`config.mk`:
```
export PLATFORM = sky130hd
export DESIGN_NAME = programmable_timer
export DESIGN_NICKNAME = d
export VERILOG_FILES = /design/src/rtl/timer_pkg.sv /design/src/rtl/tick_prescaler.sv /design/src/rtl/programmable_timer.sv
export SDC_FILE = /design/constraint.sdc
export NUM_CORES = 1
export LEC_CHECK = 0
export BUFFER_PORTS_ARGS = -buffer_cell sky130_fd_sc_hd__buf_2
export CAP_MARGIN = 40
export CORE_ASPECT_RATIO = 0.5
export CORE_MARGIN = 8
export CORE_UTILIZATION = 46
export DETAILED_ROUTE_END_ITERATION = 10
export GPL_TIMING_DRIVEN = 0
export PLACE_DENSITY_LB_ADDON = 0.15
export SLEW_MARGIN = 15
export SYNTH_ARGS = -nofsm -noshare
export SYNTH_HDL_FRONTEND = slang
export SYNTH_SLANG_ARGS = --single-unit
```
`constraint.sdc`:
```
create_clock -name I_CLK -period 2.4 [get_ports I_CLK]
set_input_delay 0.12 -clock I_CLK [delete_from_list [all_inputs] [get_ports I_CLK]]
set_output_delay 0.12 -clock I_CLK [all_outputs]
set_load 0.1 [all_outputs]
```
`src/rtl/timer_pkg.sv`:
```
// Shared types for the programmable timer: counting modes and the run/done state.
package timer_pkg;

  typedef enum logic [1:0] {
    MODE_FREE     = 2'b00,
    MODE_PERIODIC = 2'b01,
    MODE_ONESHOT  = 2'b10
  } mode_e;

  typedef enum logic {
    ST_RUN  = 1'b0,
    ST_DONE = 1'b1
  } state_e;

endpackage

```
`src/rtl/tick_prescaler.sv`:
```
// Divides enabled cycles down to a single-cycle tick event every I_PRESCALE+1 enabled cycles.
module tick_prescaler #(
  parameter int P_PRESCALE_WIDTH = 16
) (
  input  logic                        I_CLK,
  input  logic                        I_RESET,
  input  logic                        enable_i,
  input  logic                        clear_i,
  input  logic [P_PRESCALE_WIDTH-1:0] I_PRESCALE,
  output logic                        tick_o
);

  logic [P_PRESCALE_WIDTH-1:0] psc_q, psc_d;
  logic                        terminal;

  // Equality only: a divisor lowered below psc lets psc run through wrap before matching.
  assign terminal = (psc_q == I_PRESCALE);
  assign tick_o   = enable_i && !clear_i && terminal;

  always_comb begin
    psc_d = psc_q;
    if (clear_i) begin
      psc_d = '0;
    end else if (enable_i) begin
      psc_d = terminal ? '0 : psc_q + P_PRESCALE_WIDTH'(1);
    end
  end

  always_ff @(posedge I_CLK) begin
    if (I_RESET) begin
      psc_q <= '0;
    end else begin
      psc_q <= psc_d;
    end
  end

endmodule

```
`src/rtl/programmable_timer.sv`:
```
// Prescaled counter with free-run, periodic and one-shot modes, tick strobe and sticky IRQ.
module programmable_timer
  import timer_pkg::*;
#(
  parameter int P_WIDTH          = 32,
  parameter int P_PRESCALE_WIDTH = 16
) (
  input  logic                        I_CLK,
  input  logic                        I_RESET,
  input  logic                        I_ENABLE,
  input  logic [1:0]                  I_MODE,
  input  logic [P_PRESCALE_WIDTH-1:0] I_PRESCALE,
  input  logic [P_WIDTH-1:0]          I_COMPARE,
  input  logic                        I_LOAD,
  input  logic [P_WIDTH-1:0]          I_LOAD_VALUE,
  input  logic                        I_IRQ_CLEAR,
  output logic [P_WIDTH-1:0]          O_COUNT,
  output logic                        O_TICK,
  output logic                        O_IRQ,
  output logic                        O_DONE
);

  state_e             state_q, state_d;
  logic [P_WIDTH-1:0] count_q, count_d;
  logic               tick_q, tick_d;
  logic               irq_q, irq_d;
  logic               tick_evt;
  logic               match;
  logic               irq_set;

  // The prescaler is held at zero while loading or frozen in DONE.
  tick_prescaler #(
    .P_PRESCALE_WIDTH(P_PRESCALE_WIDTH)
  ) u_prescaler (
    .I_CLK     (I_CLK),
    .I_RESET   (I_RESET),
    .enable_i  (I_ENABLE),
    .clear_i   (I_LOAD || (state_q == ST_DONE)),
    .I_PRESCALE(I_PRESCALE),
    .tick_o    (tick_evt)
  );

  assign match = (count_q == I_COMPARE);

  always_comb begin
    state_d = state_q;
    count_d = count_q;
    tick_d  = 1'b0;
    irq_set = 1'b0;
    if (I_LOAD) begin
      // Load beats a coincident tick: no increment, no match evaluation.
      count_d = I_LOAD_VALUE;
      state_d = ST_RUN;
    end else if (tick_evt) begin
      tick_d  = 1'b1;
      irq_set = match;
      case (mode_e'(I_MODE))
        MODE_PERIODIC: count_d = match ? '0 : count_q + P_WIDTH'(1);
        MODE_ONESHOT: begin
          if (match) begin
            state_d = ST_DONE;
          end else begin
            count_d = count_q + P_WIDTH'(1);
          end
        end
        default: count_d = count_q + P_WIDTH'(1);
      endcase
    end
  end

  // Set has priority over a coincident clear.
  always_comb begin
    irq_d = irq_q;
    if (irq_set) begin
      irq_d = 1'b1;
    end else if (I_IRQ_CLEAR) begin
      irq_d = 1'b0;
    end
  end

  always_ff @(posedge I_CLK) begin
    if (I_RESET) begin
      state_q <= ST_RUN;
      count_q <= '0;
      tick_q  <= 1'b0;
      irq_q   <= 1'b0;
    end else begin
      state_q <= state_d;
      count_q <= count_d;
      tick_q  <= tick_d;
      irq_q   <= irq_d;
    end
  end

  assign O_COUNT = count_q;
  assign O_TICK  = tick_q;
  assign O_IRQ   = irq_q;
  assign O_DONE  = (state_q == ST_DONE);

endmodule

```
; Yosys cells after proc, flatten, opt, wreduce, memory -nomap -nowiden
; Cells that the tools add are included.
[word_totals]
regBits = 51
input_bits = 87
[classes]
add_sub_neg = 2
n_eq_ne = 5
muxes = 11
n_reduce_logical = 10
[ops]
columns = op, count
row1 = 32-bit 2-to-1 mux, 4
row2 = 32-bit case mux with 2 select lines, 1
row3 = 32-bit by 1-bit adder with 32-bit output (second input constant), 1
row4 = 32-bit equality test, 1
row5 = 16-bit by 1-bit adder with 16-bit output (second input constant), 1
row6 = 16-bit equality test, 1
row7 = 16-bit 2-to-1 mux, 1
row8 = 1-bit 2-to-1 mux, 5
row9 = 2-bit nonzero test, 2
row10 = 2-bit OR reduction, 2
row11 = 3-bit != test (second input constant), 1
row12 = 3-bit AND reduction, 1
row13 = 2-bit by 1-bit equality test with 1-bit output (second input constant), 1
row14 = 2-bit equality test (second input constant), 1
row15 = 1-bit logical AND, 2
row16 = 2-bit AND reduction, 1
row17 = 1-bit logical NOT, 1
row18 = 1-bit logical OR, 1

; Longest topological paths before layout
; Gate-level depths: netlist of run 1.
[logic_depth]
depth_word = 7
ltp_mapped = 10
mapped_depth_nobuf = 8

; Cells and area by module
; Synthesis of run 1 repeated with hierarchy kept, for this count alone.
[hier_totals]
cells_unflattened = 442
area_unflattened_um2 = 3628.5
[modules_own_cells]
columns = module, n_inst, cells_each, area_per_inst_um2, seq_area_each_um2
row1 = programmable_timer, 1, 339, 2682.6, 700.7
row2 = tick_prescaler, 1, 103, 945.9, 320.3

; Worst setup path after synthesis of run 1
; No wires, ideal clock.
[synth_path]
path_type = flip-flop to flip-flop
start = register count_q[0], in the netlist O_COUNT[0]
end = register count_q[30], in the netlist O_COUNT[30]
setup_ns = 0.120
arrival_time_ns = 3.043
setup_slack_ns = -0.763
path_stages_with_launch = 9
period_less_slack_ns = 3.163
cell_sequence = dfxtp_1 > ha_1 > nand3_1 > or4_1 > nor4_1 > nand3_1 > nand2b_1 > a31oi_1 > o31a_1
[synth_via]
elab_chain_cells = 5
[synth_lines]
columns = item, line
row1 = start: declaration, programmable_timer.sv:24  ; logic [P_WIDTH-1:0] count_q, count_d;
row2 = start signal: assignment, programmable_timer.sv:89  ; count_q <= count_d;
row3 = 32-bit by 1-bit adder with 32-bit output / 32-bit equality test (equally long branches), --
row4 = 32-bit 2-to-1 mux (on tied branches), "programmable_timer.sv:60, programmable_timer.sv:58"
row5 = 32-bit case mux with 2 select lines, programmable_timer.sv:57  ; case (mode_e'(I_MODE))
row6 = 32-bit 2-to-1 mux, programmable_timer.sv:54  ; end else if (tick_evt) begin
row7 = 32-bit 2-to-1 mux, programmable_timer.sv:50  ; if (I_LOAD) begin
; Parallel ways exist; a longest one is shown, timed or not. The select of a mux whose other input is x is not followed.
; A chain may end at the register's enable or synchronous reset.

; Worst setup path after layout of run 1
[layout_path]
start = register u_prescaler.psc_q[12]
end = register count_q[2], in the netlist O_COUNT[2]
[layout_via]
elab_chain_cells = 4
[layout_lines]
columns = item, line
row1 = start: declaration, tick_prescaler.sv:13  ; logic [P_PRESCALE_WIDTH-1:0] psc_q, psc_d;
row2 = start signal: assignment, tick_prescaler.sv:33  ; psc_q <= psc_d;
row3 = 16-bit equality test, tick_prescaler.sv:17  ; assign terminal = (psc_q == I_PRESCALE);
row4 = 1-bit logical AND, tick_prescaler.sv:18  ; assign tick_o = enable_i && !clear_i && terminal;
row5 = 2-bit nonzero test (no line), --
row6 = 2-bit AND reduction (no line), --
; No other way between the ends.

==> out/results.ini, run 1 <==
[outcome]
outcome = finished clean

[layout]
syn2layout_area_growth_pct = 45.4
instances_no_fill = 677
utilization_pct = 68.8
layout.nets = 669
fillerInstances = 607
drive_above_1_share_pct = 44.6
diodes = 0
fin_area_sq_mm = 0.00504

[cts]
cts_hold_buffers = 0
cts_root_buf = clkbuf_16
cts.path.max_buffers = 2
cts_buffers = 5
cts_max_level = 2
tritoncts = yes
clock-sinks = 51
clk_pin_slew_ps = 70
insertion_delay_ps = 300

[setup_path]
setup.worst_path.end = O_COUNT[2]
cp-end-kind = flip-flop
r2r-start = u_prescaler.psc_q[12]
path_class = flip-flop to flip-flop
cpPeakStageDelay_ps = 550
reg2reg_to = O_COUNT[2]
critPathMaxFanout = 5
cp_cell_sequence = xnor2_4 -> nand4_1 -> or4_4 -> or2_4 -> nor4_4 -> buf_4 -> nand2_4 -> o311ai_2
crit_path_start_kind = flip-flop
cp_slowest_cell = or4_4
reg2reg_slack_ps = 10
startpoint = u_prescaler.psc_q[12]
worstRegToRegCells = 8
crit_arrival_ps = 2580
cp.required_ps = 2600

[floorplan]
io-pin-count = 122
rows = 22
core_area_sq_mm = 0.00732
start_util_pct = 47.4
die-area_sq_mm = 0.0107
die_y_microns = 77.4
die_w_microns = 139

[logic_synthesis]
synth_area_leaders = dfxtp_1 29%, xnor2_1 13%, nand4_1 4.9%, nand2_1 4.3%, nor2_1 3.7%
avgSynthCellArea_sq_um = 7.92
syn_area_sq_mm = 0.00347
synth_ff_type = dfxtp_1
yosysTopAreaCell = dfxtp_1
synth_edf_count = 0
synth_top_area_share_pct = 29.4
yosysMostFrequentCell = dfxtp_1
synth_nets = 527
ys_warn_count = 0
synthDistinctLibCells = 64
seq_area_frac_synth_pct = 29.4
synth_common_cells = 51 x dfxtp_1, 50 x xnor2_1, 40 x nand2_1
synthArstFlopShare_pct = 0
synth_cells = 438
yosys_register_bits = 51

[drt]
drt-met1-wl_mm = 5.32
first_pass_iters = 5
vias_per_cell = 5.92
wl_per_cell_microns = 18.5
ant_nets = 0
drt-total-wl_mm = 12.5
maxUsedRoutingLayer = met4
drt_iter0_markers = 393
met2_length_mm = 5.73
dr_wl_met3_mm = 1.28
drc_errors = 0
num_vias = 4010

[placement]
dp.cells = 654
port-buffer-count = 120
place.gp.congestion = 0.868
place_hpwl_mm = 9.23
place_ws_ps = -684
dpl_cell_area_sq_mm = 0.00435

[sta]
fin_crit_ps = 2390
hold_viol = 0
period_share_pct = 99.4
fmax_ghz = 0.419
worst_slew_pin_slew_ps = 694
relSlewSlack_pct = 53.3
setup_viol = 0
rsz0062_at_grt = yes
slew_violations = 0
finClkSkew_ps = 9.03
setup_ws_ps = 14.6
whs_ps = 23.6
setup_tns_ps = 0

[pwr]
peakVddDrop_v = 0.000265
powerDensity_mw_per_mm2 = 476
p_leak_nw = 1.90
power_mw = 2.40

[job]
maxCapViolCount = 0

[global_routing]
grt_max_degree = 17
grtUsageTotal_pct = 22.7
grt_overflow = 0
grt_antenna_before_repair = 0
grt_pass1_vias = 3833
grt_first_pass_wirelength_mm = 19.9

[min_path]
hp-class = primary input to flip-flop
holdPathStages = 3

cell type report:
type	count	area, sq um	area share [%]
inverter	10	37.5	0.745
tap	96	120	2.38
timing repair buffer	139	754	15.0
sequential	51	1150	22.9
clock buffer	8	158	3.13
buffer	17	139	2.76
multi-input combinational	356	2680	53.1
layer usage:
metal  track usage [%]  up-vias
li1                  -     1912
met1              29.4     1872
met2              36.0      207
met3              6.84       19
met4              6.84        0
met5                 0        -
flip-flops by register name (all words and copies together), names as in the netlist:
signal	count
u_prescaler.psc_q	16
O_TICK	1
O_COUNT	32
O_DONE	1
O_IRQ	1
worst max-delay path, delay by kind of cell, from the launching register on:
kind	cells	cell delay [ps]
flops	1	360
compound gates	1	280
simple gates	5	1300
xor+xnor	1	180
buf+inv	1	190
how the worst min path moves through the flow:
stage / from / to
2_1_floorplan: I_RESET / O_COUNT[14]
3_3_place_gp: I_LOAD_VALUE[22] / O_COUNT[22]
3_5_place_dp: I_LOAD_VALUE[20] / O_COUNT[20]
4_1_cts: I_LOAD_VALUE[20] / O_COUNT[20]
5_1_grt: I_LOAD_VALUE[8] / O_COUNT[8]
6_report: I_LOAD_VALUE[20] / O_COUNT[20]
timing repair:
action	CTS	global route
gates cloned	2	0
setup endpoints to repair	42	47
pin swaps	13	22
resized for setup	38	45
hold endpoints to repair	0	0
setup buffers	9	9
cells by family (layout without fill, tap and decap cells):
family,count (synthesis),in the layout,synth area share [%]
xor+xnor,63,63,16.6
mux,4,4,1.15
fa+ha+maj,2,2,0.722
buf+inv,32,174,4.26
simple gates,188,189,29.4
flops,51,51,29.4
compound gates,98,98,18.5
cells in the final DEF (no fill, tap or decap), drive strengths merged, types with 18 or more instances in the layout:
cell type and instances:
dfxtp 51, nor2 34, nand3 19, a21oi 24
nor3 18, buf 145, nand2 43, xnor2 53
clkbuf 18, o21ai 25, nand4 28
power breakdown:
| part | switching (mW) | internal [mW] | leakage (nW) |
|---|---|---|---|
| clock | 0.319 | 0.452 | 0.0763 |
| sequential | 0.0719 | 0.873 | 0.444 |
| combinational | 0.467 | 0.219 | 1.38 |
| total | 0.858 | 1.54 | 1.90 |
No activity file was read; power rests on OpenSTA's default activity.
==> inputs of run 2 (changes only) <==
Settings changed: CORE_MARGIN 8 to 2, SYNTH_HIERARCHICAL set to 1.
==> run 2 against run 1 <==
Compared with the run above: utilization is 5.2 points lower; power increased by 0.13%; via count fell by 3.6%; die area fell by 19%; clock skew down 4.9 ps; fmax increased by 4.2%; critical endpoint is now O_COUNT[21].
==> out/results.ini, run 2 <==
[outcome]
outcome = finished clean  ; unchanged

[global_routing]
grt_first_pass_wirelength_mm = 17.3  ; was 19.9 mm
grt_antenna_before_repair = 0  ; unchanged
grt_pass1_vias = 3521  ; was 3833
grt_max_degree = 17  ; unchanged
grtUsageTotal_pct = 26.1  ; was 22.7%
grt_overflow = 0  ; unchanged

[logic_synthesis]
seq_area_frac_synth_pct = 28.1  ; was 29.4%
yosysMostFrequentCell = xnor2_1  ; was dfxtp_1
yosysTopAreaCell = dfxtp_1  ; unchanged
synth_cells = 442  ; was 438
synth_nets = 531  ; was 527
yosys_register_bits = 51  ; unchanged
synth_area_leaders = dfxtp_1 28%, xnor2_1 14%, nand4_1 4.8%, nand3_1 4.1%, nor4_1 4.0%  ; was dfxtp_1 29%, xnor2_1 13%, nand4_1 4.9%, nand2_1 4.3%, nor2_1 3.7%
synthArstFlopShare_pct = 0  ; unchanged
synth_ff_type = dfxtp_1  ; unchanged
synth_top_area_share_pct = 28.1  ; was 29.4%
ys_warn_count = 6  ; was 0
synth_common_cells = 57 x xnor2_1, 51 x dfxtp_1, 30 x nand2_1, 30 x nand3_1, 28 x nand4_1  ; was 51 x dfxtp_1, 50 x xnor2_1, 40 x nand2_1
synth_edf_count = 0  ; unchanged
synthDistinctLibCells = 48  ; was 64
syn_area_sq_mm = 0.00363  ; was 0.00347 sq mm
avgSynthCellArea_sq_um = 8.21  ; was 7.92 sq um

[layout]
layout_commonest_cell = buf_2  ; unchanged
largest_register_ffs = 32  ; unchanged
instances_no_fill = 682  ; was 677
drive_above_1_share_pct = 40.9  ; was 44.6%
layout.nets = 662  ; was 669
layout_common_cells = 128 x buf_2, 49 x xnor2_1, 42 x dfxtp_2  ; was 121 x buf_2, 40 x nand2_1, 38 x xnor2_1
diodes = 0  ; unchanged
syn2layout_area_growth_pct = 31.2  ; was 45.4%
fillerInstances = 724  ; was 607

[setup_path]
crit_arrival_ps = 2500  ; was 2580 ps
path_class = flip-flop to flip-flop  ; unchanged
r2r-start = u_prescaler/psc_q[10]  ; was u_prescaler.psc_q[12]
crit_path_start_kind = flip-flop  ; unchanged
startpoint = u_prescaler/psc_q[10]  ; was u_prescaler.psc_q[12]
cpPeakStageDelay_ps = 350  ; was 550 ps
cp.required_ps = 2610  ; was 2600 ps
critPathMaxFanout = 10  ; was 5
cp_slowest_cell = dfxtp_4  ; was or4_4
cp-end-kind = flip-flop  ; unchanged
cp_cell_sequence = xnor2_2 -> nand3_1 -> nor4_2 -> and3_1 -> nor2b_4 -> nand2_4 -> a311oi_4 -> buf_6 -> clkbuf_8 -> o21ai_0 -> o211ai_1  ; was xnor2_4 -> nand4_1 -> or4_4 -> or2_4 -> nor4_4 -> buf_4 -> nand2_4 -> o311ai_2

[floorplan]
die_y_microns = 66.8  ; was 77.4 microns
core_area_sq_mm = 0.00749  ; was 0.00732 sq mm
die-area_sq_mm = 0.00866  ; was 0.0107 sq mm
io-pin-count = 122  ; unchanged
rows = 22  ; unchanged
die_w_microns = 130  ; was 139 microns
start_util_pct = 48.5  ; was 47.4%

[drt]
drc_errors = 0  ; unchanged
num_vias = 3866  ; was 4010
maxUsedRoutingLayer = met4  ; unchanged
dr_wl_met3_microns = 748  ; was 1.28 mm
met2_length_mm = 5.29  ; was 5.73 mm
wl_per_cell_microns = 16.4  ; was 18.5 microns
ant_nets = 0  ; unchanged
drt-met1-wl_mm = 5.01  ; was 5.32 mm
drt_iter0_markers = 246  ; was 393
drt-total-wl_mm = 11.2  ; was 12.5 mm
vias_per_cell = 5.67  ; was 5.92
first_pass_iters = 5  ; unchanged

[placement]
place_hpwl_mm = 8.34  ; was 9.23 mm
port-buffer-count = 118  ; was 120
place.gp.congestion = 0.853  ; was 0.868
dp.cells = 668  ; was 654

[sta]
whs_ps = 14.1  ; was 23.6 ps
fin_crit_ps = 2290  ; was 2390 ps
rsz0062_at_grt = yes  ; unchanged
slew_violations = 0  ; unchanged
fmax_ghz = 0.437  ; was 0.419 GHz
period_share_pct = 95.4  ; was 99.4%
finClkSkew_ps = 4.09  ; was 9.03 ps
setup_tns_ps = 0  ; unchanged
hold_viol = 0  ; unchanged
worst_slew_pin_slew_ps = 578  ; was 694 ps
setup_viol = 0  ; unchanged
relSlewSlack_pct = 61.5  ; was 53.3%

[cts]
cts_buffers = 5  ; unchanged
cts_max_level = 2  ; unchanged
tritoncts = yes  ; unchanged
cts_root_buf = clkbuf_16  ; unchanged
cts.path.max_buffers = 2  ; unchanged
insertion_delay_ps = 300  ; about the same
clock-sinks = 51  ; unchanged
clk_pin_slew_ps = 70  ; about the same

[min_path]
hp-class = primary input to flip-flop  ; unchanged
min_from = I_LOAD_VALUE[9]  ; was I_LOAD_VALUE[20]

[job]
maxCapViolCount = 0  ; unchanged

[pwr]
powerDensity_mw_per_mm2 = 505  ; was 476 mW/mm^2
peakVddDrop_v = 0.000312  ; was 0.000265 V
p_leak_nw = 1.91  ; was 1.90 nW

==> run 2: cell count changes after synthesis, moves of 8 or more <==
cell,before,now
nand2_1,40,30
nor2_1,34,21
nor4_1,7,23
nor3_1,16,8
nand3_1,19,30
a21oi_1,23,5
==> run 2: routing by layer <==
layer,up-vias,global-route usage (%)
met3,15,4.66
met2,150,43.7
met1,1837,34.6
li1,1864,-
met4,0,7.26
met5,-,0
==> run 2: logic make-up after synthesis <==
family | after synthesis | share of synthesized area (%)
simple gates | 186 | 29.7
compound gates | 77 | 14.8
xor+xnor | 69 | 17.5
buf+inv | 53 | 8.07
flops | 51 | 28.1
mux | 4 | 1.10
fa+ha+maj | 2 | 0.690
==> run 2: critical path, delay by kind of cell, from the launching register on <==
| family | cells | cell delay, ps |
|---|---|---|
| and+or+nand+nor | 5 | 920 |
| AOI/OAI and AO/OA | 3 | 410 |
| DFF | 1 | 350 |
| buffers and inverters | 2 | 340 |
| xor gates and xnor gates | 1 | 170 |
==> run 2: path summary, 6_finish.rpt <==
kind            endpoint  slack (ps)  depth (start not counted)
max          O_COUNT[21]         110                         11
min           O_COUNT[9]          10                          3
max reg2reg  O_COUNT[21]         110                         11
min reg2reg        O_IRQ         480                          2
==> run 2: area by class of cell <==
cell class / count / area [sq um] / area share, %
repair buffers: 129 / 677 / 14.2
well taps: 108 / 135 / 2.84
clock inverters: 2 / 38.8 / 0.815
multi-input cells: 338 / 2420 / 50.9
plain buffers: 31 / 191 / 4.02
clock buffers: 6 / 139 / 2.92
inverters: 17 / 63.8 / 1.34
flip-flops and latches: 51 / 1090 / 22.9
==> run 2: power breakdown <==
group / internal, mW / switching, mW
clock network: 0.525 / 0.347
registers: 0.880 / 0.0447
logic: 0.192 / 0.417
total: 1.60 / 0.808
==> run 2: per-stage QoR <==
stage / cell area (sq um) / worst slack, ps / utilization (%) / power (mW)
3_3_place_gp: 4410 / -674 / 58.9 / 1.54
4_1_cts: 4650 / 4.97 / 62.2 / 2.41
2_1_floorplan: 3680 / -26.7 / - / 1.37
6_report: 4760 / 111 / 63.6 / 2.40
3_5_place_dp: 4410 / -661 / 58.9 / 1.54
5_1_grt: 4760 / -54.8 / 63.6 / 2.49
==> run 2: timing repair <==
action | in CTS | in global routing
resized for setup | 18 | 27
endpoints found under the setup margin | 32 | 30
hold buffers | 0 | 0
pin swaps | 8 | 8
buffers inserted | 7 | 4
==> inputs of run 3 (changes only) <==
Settings changed: CORE_MARGIN 2 to unset.
==> run 3 against run 2 <==
Compared with the run above: sequential share of layout area is 0.36 points lower; power is 0.97% lower; critical path depth is 1 lower; combinational power is 0.7% lower; flip-flop and latch count stayed put; cell count is 1.2% higher; hold slack hardly changed; clock skew is 3.9 ps higher; critical path type unchanged; largest power group unchanged; highest routed layer unchanged.
==> out/results.ini, run 3 (synthesis gave the netlist of run 2 again) <==
[outcome]
outcome = finished clean  ; unchanged

[sta]
rsz0062_at_grt = yes  ; unchanged
setup_viol = 0  ; unchanged
relSlewSlack_pct = 62.8  ; was 61.5%
setup_ws_ps = 20.6  ; was 111 ps
fmax_ghz = 0.420  ; was 0.437 GHz
finClkSkew_ps = 8.01  ; was 4.09 ps
fin_crit_ps = 2380  ; was 2290 ps
period_share_pct = 99.1  ; was 95.4%
whs_ps = 14.2  ; was 14.1 ps
slew_violations = 0  ; unchanged
hold_viol = 0  ; unchanged
worst_slew_pin_slew_ps = 557  ; was 578 ps

[layout]
syn2layout_area_growth_pct = 32.6  ; was 31.2%
utilization_pct = 64.2  ; was 63.6%
layout_commonest_cell = buf_2  ; unchanged
diodes = 0  ; unchanged
instances_no_fill = 690  ; was 682
largest_register_ffs = 32  ; unchanged
drive_above_1_share_pct = 41.1  ; was 40.9%
layout_common_cells = 128 x buf_2, 53 x xnor2_1, 40 x dfxtp_2  ; was 128 x buf_2, 49 x xnor2_1, 42 x dfxtp_2
layout.nets = 670  ; was 662

[global_routing]
grtUsageTotal_pct = 26.6  ; was 26.1%
grt_antenna_before_repair = 0  ; unchanged
grt_max_degree = 18  ; was 17
grt_first_pass_wirelength_mm = 16.9  ; was 17.3 mm
grt_overflow = 0  ; unchanged
grt_pass1_vias = 3430  ; was 3521

[drt]
ant_nets = 0  ; unchanged
drc_errors = 0  ; unchanged
first_pass_iters = 5  ; unchanged
drt-total-wl_mm = 11.0  ; was 11.2 mm
drt_iter0_markers = 256  ; was 246
wl_per_cell_microns = 15.9  ; was 16.4 microns
num_vias = 3846  ; was 3866
vias_per_cell = 5.57  ; was 5.67

[min_path]
min_to = O_COUNT[2]  ; was O_COUNT[9]
hp-class = primary input to flip-flop  ; unchanged
min_from = I_LOAD_VALUE[2]  ; was I_LOAD_VALUE[9]
holdPathStages = 3  ; unchanged

[cts]
cts_root_buf = clkbuf_16  ; unchanged
insertion_delay_ps = 300  ; about the same
cts.path.max_buffers = 2  ; unchanged
tritoncts = yes  ; unchanged
clk_pin_slew_ps = 70  ; about the same
cts_max_level = 2  ; unchanged
cts_buffers = 5  ; unchanged
cts_hold_buffers = 0  ; unchanged
clock-sinks = 51  ; unchanged

[floorplan]
die_y_microns = 64.8  ; was 66.8 microns
core_area_sq_mm = 0.00749  ; unchanged
rows = 22  ; unchanged
io-pin-count = 122  ; unchanged
die_w_microns = 128  ; was 130 microns
start_util_pct = 48.5  ; unchanged
die-area_sq_mm = 0.00827  ; was 0.00866 sq mm

[placement]
place_ws_ps = -633  ; was -661 ps
port-buffer-count = 118  ; unchanged
place_hpwl_mm = 8.00  ; was 8.34 mm
dp.cells = 668  ; unchanged
place.gp.congestion = 0.865  ; was 0.853

[setup_path]
worstRegToRegCells = 10  ; was 11
cp_cell_sequence = xnor2_1 -> nand3_1 -> nor4_2 -> and3_1 -> nor2b_4 -> buf_4 -> inv_2 -> a31o_4 -> and2_4 -> a221o_1  ; was xnor2_2 -> nand3_1 -> nor4_2 -> and3_1 -> nor2b_4 -> nand2_4 -> a311oi_4 -> buf_6 -> clkbuf_8 -> o21ai_0 -> o211ai_1
cp_slowest_cell = dfxtp_2  ; was dfxtp_4
cp-end-kind = flip-flop  ; unchanged
cp.required_ps = 2590  ; was 2610 ps
path_class = flip-flop to flip-flop  ; unchanged
r2r-start = u_prescaler/psc_q[10]  ; unchanged
cpPeakStageDelay_ps = 350  ; about the same
crit_path_start_kind = flip-flop  ; unchanged
reg2reg_to = O_COUNT[26]  ; was O_COUNT[21]
crit_arrival_ps = 2560  ; was 2500 ps
reg2reg_slack_ps = 20  ; was 110 ps
critPathMaxFanout = 6  ; was 10

[pwr]
peakVddDrop_v = 0.000337  ; was 0.000312 V
p_leak_nw = 1.93  ; was 1.91 nW
powerDensity_mw_per_mm2 = 495  ; was 505 mW/mm^2

[job]
maxCapViolCount = 0  ; unchanged

## run 3: changes by cell type in the layout (fill, tap and decap cells not counted), sizes merged
| cell | previous run | this run |
|---|---|---|
| buf | 148 | 157 |
| clkbuf | 18 | 16 |
| clkinvlp | 0 | 1 |
## run 3: worst max path at each step
stage / cells past startpoint / slack [ps] / end / from
floorplan: 13 / -30 / O_COUNT[14] / u_prescaler/psc_q[7]
global placement: 12 / -690 / O_COUNT[15] / u_prescaler/psc_q[10]
detailed placement: 12 / -630 / O_COUNT[15] / u_prescaler/psc_q[6]
CTS: 8 / 40 / O_COUNT[26] / O_COUNT[31]
global route: 11 / -120 / O_COUNT[26] / u_prescaler/psc_q[9]
finish: 10 / 20 / O_COUNT[26] / u_prescaler/psc_q[10]
## run 3: what timing repair did
action,4_1_cts,5_1_grt
setup buffers,7,10
endpoints found under the setup margin,32,32
endpoints found under the hold margin,0,0
cloned,0,1
pin swaps,5,13
resized for setup,15,37
## run 3: routing by layer
metal  global-route usage [%]  up-vias  wire length, microns
li1                         -     1889                     -
met2                     43.4      140                  4970
met5                        0        -                     0
met4                     6.47        0                   136
met3                     5.28       14                   687
met1                     36.2     1803                  5170
## run 3: where the power goes
part           switching [mW]  internal (mW)
Combinational           0.414          0.189
Sequential             0.0437          0.881
Clock                   0.357          0.497
## run 3: area by class of cell
class                   count  area [sq um]
inverters                  17          63.8
well taps                 108           135
plain buffers              32           204
clock inverters             3          46.3
repair buffers            136           747
multi-input cells         338          2400
fillers                   659          2680
flip-flops and latches     51          1090
clock buffers               5           125
## run 3: stage by stage
step	power, mW	TNS (ps)	cell area, sq um
after floorplan	1.37	-160	3680
after CTS	2.39	0	4660
after global routing	2.47	-1640	4810
after detailed placement	1.54	-13110	4410
after global placement	1.54	-13940	4410
final	2.38	0	4810
## run 3: worst max-delay path, delay by kind of cell (launching register included)
family | cells | cell delay [ps]
compound gates | 2 | 550
flops | 1 | 350
simple gates | 5 | 1000
buf+inv | 2 | 160
xor+xnor | 1 | 200
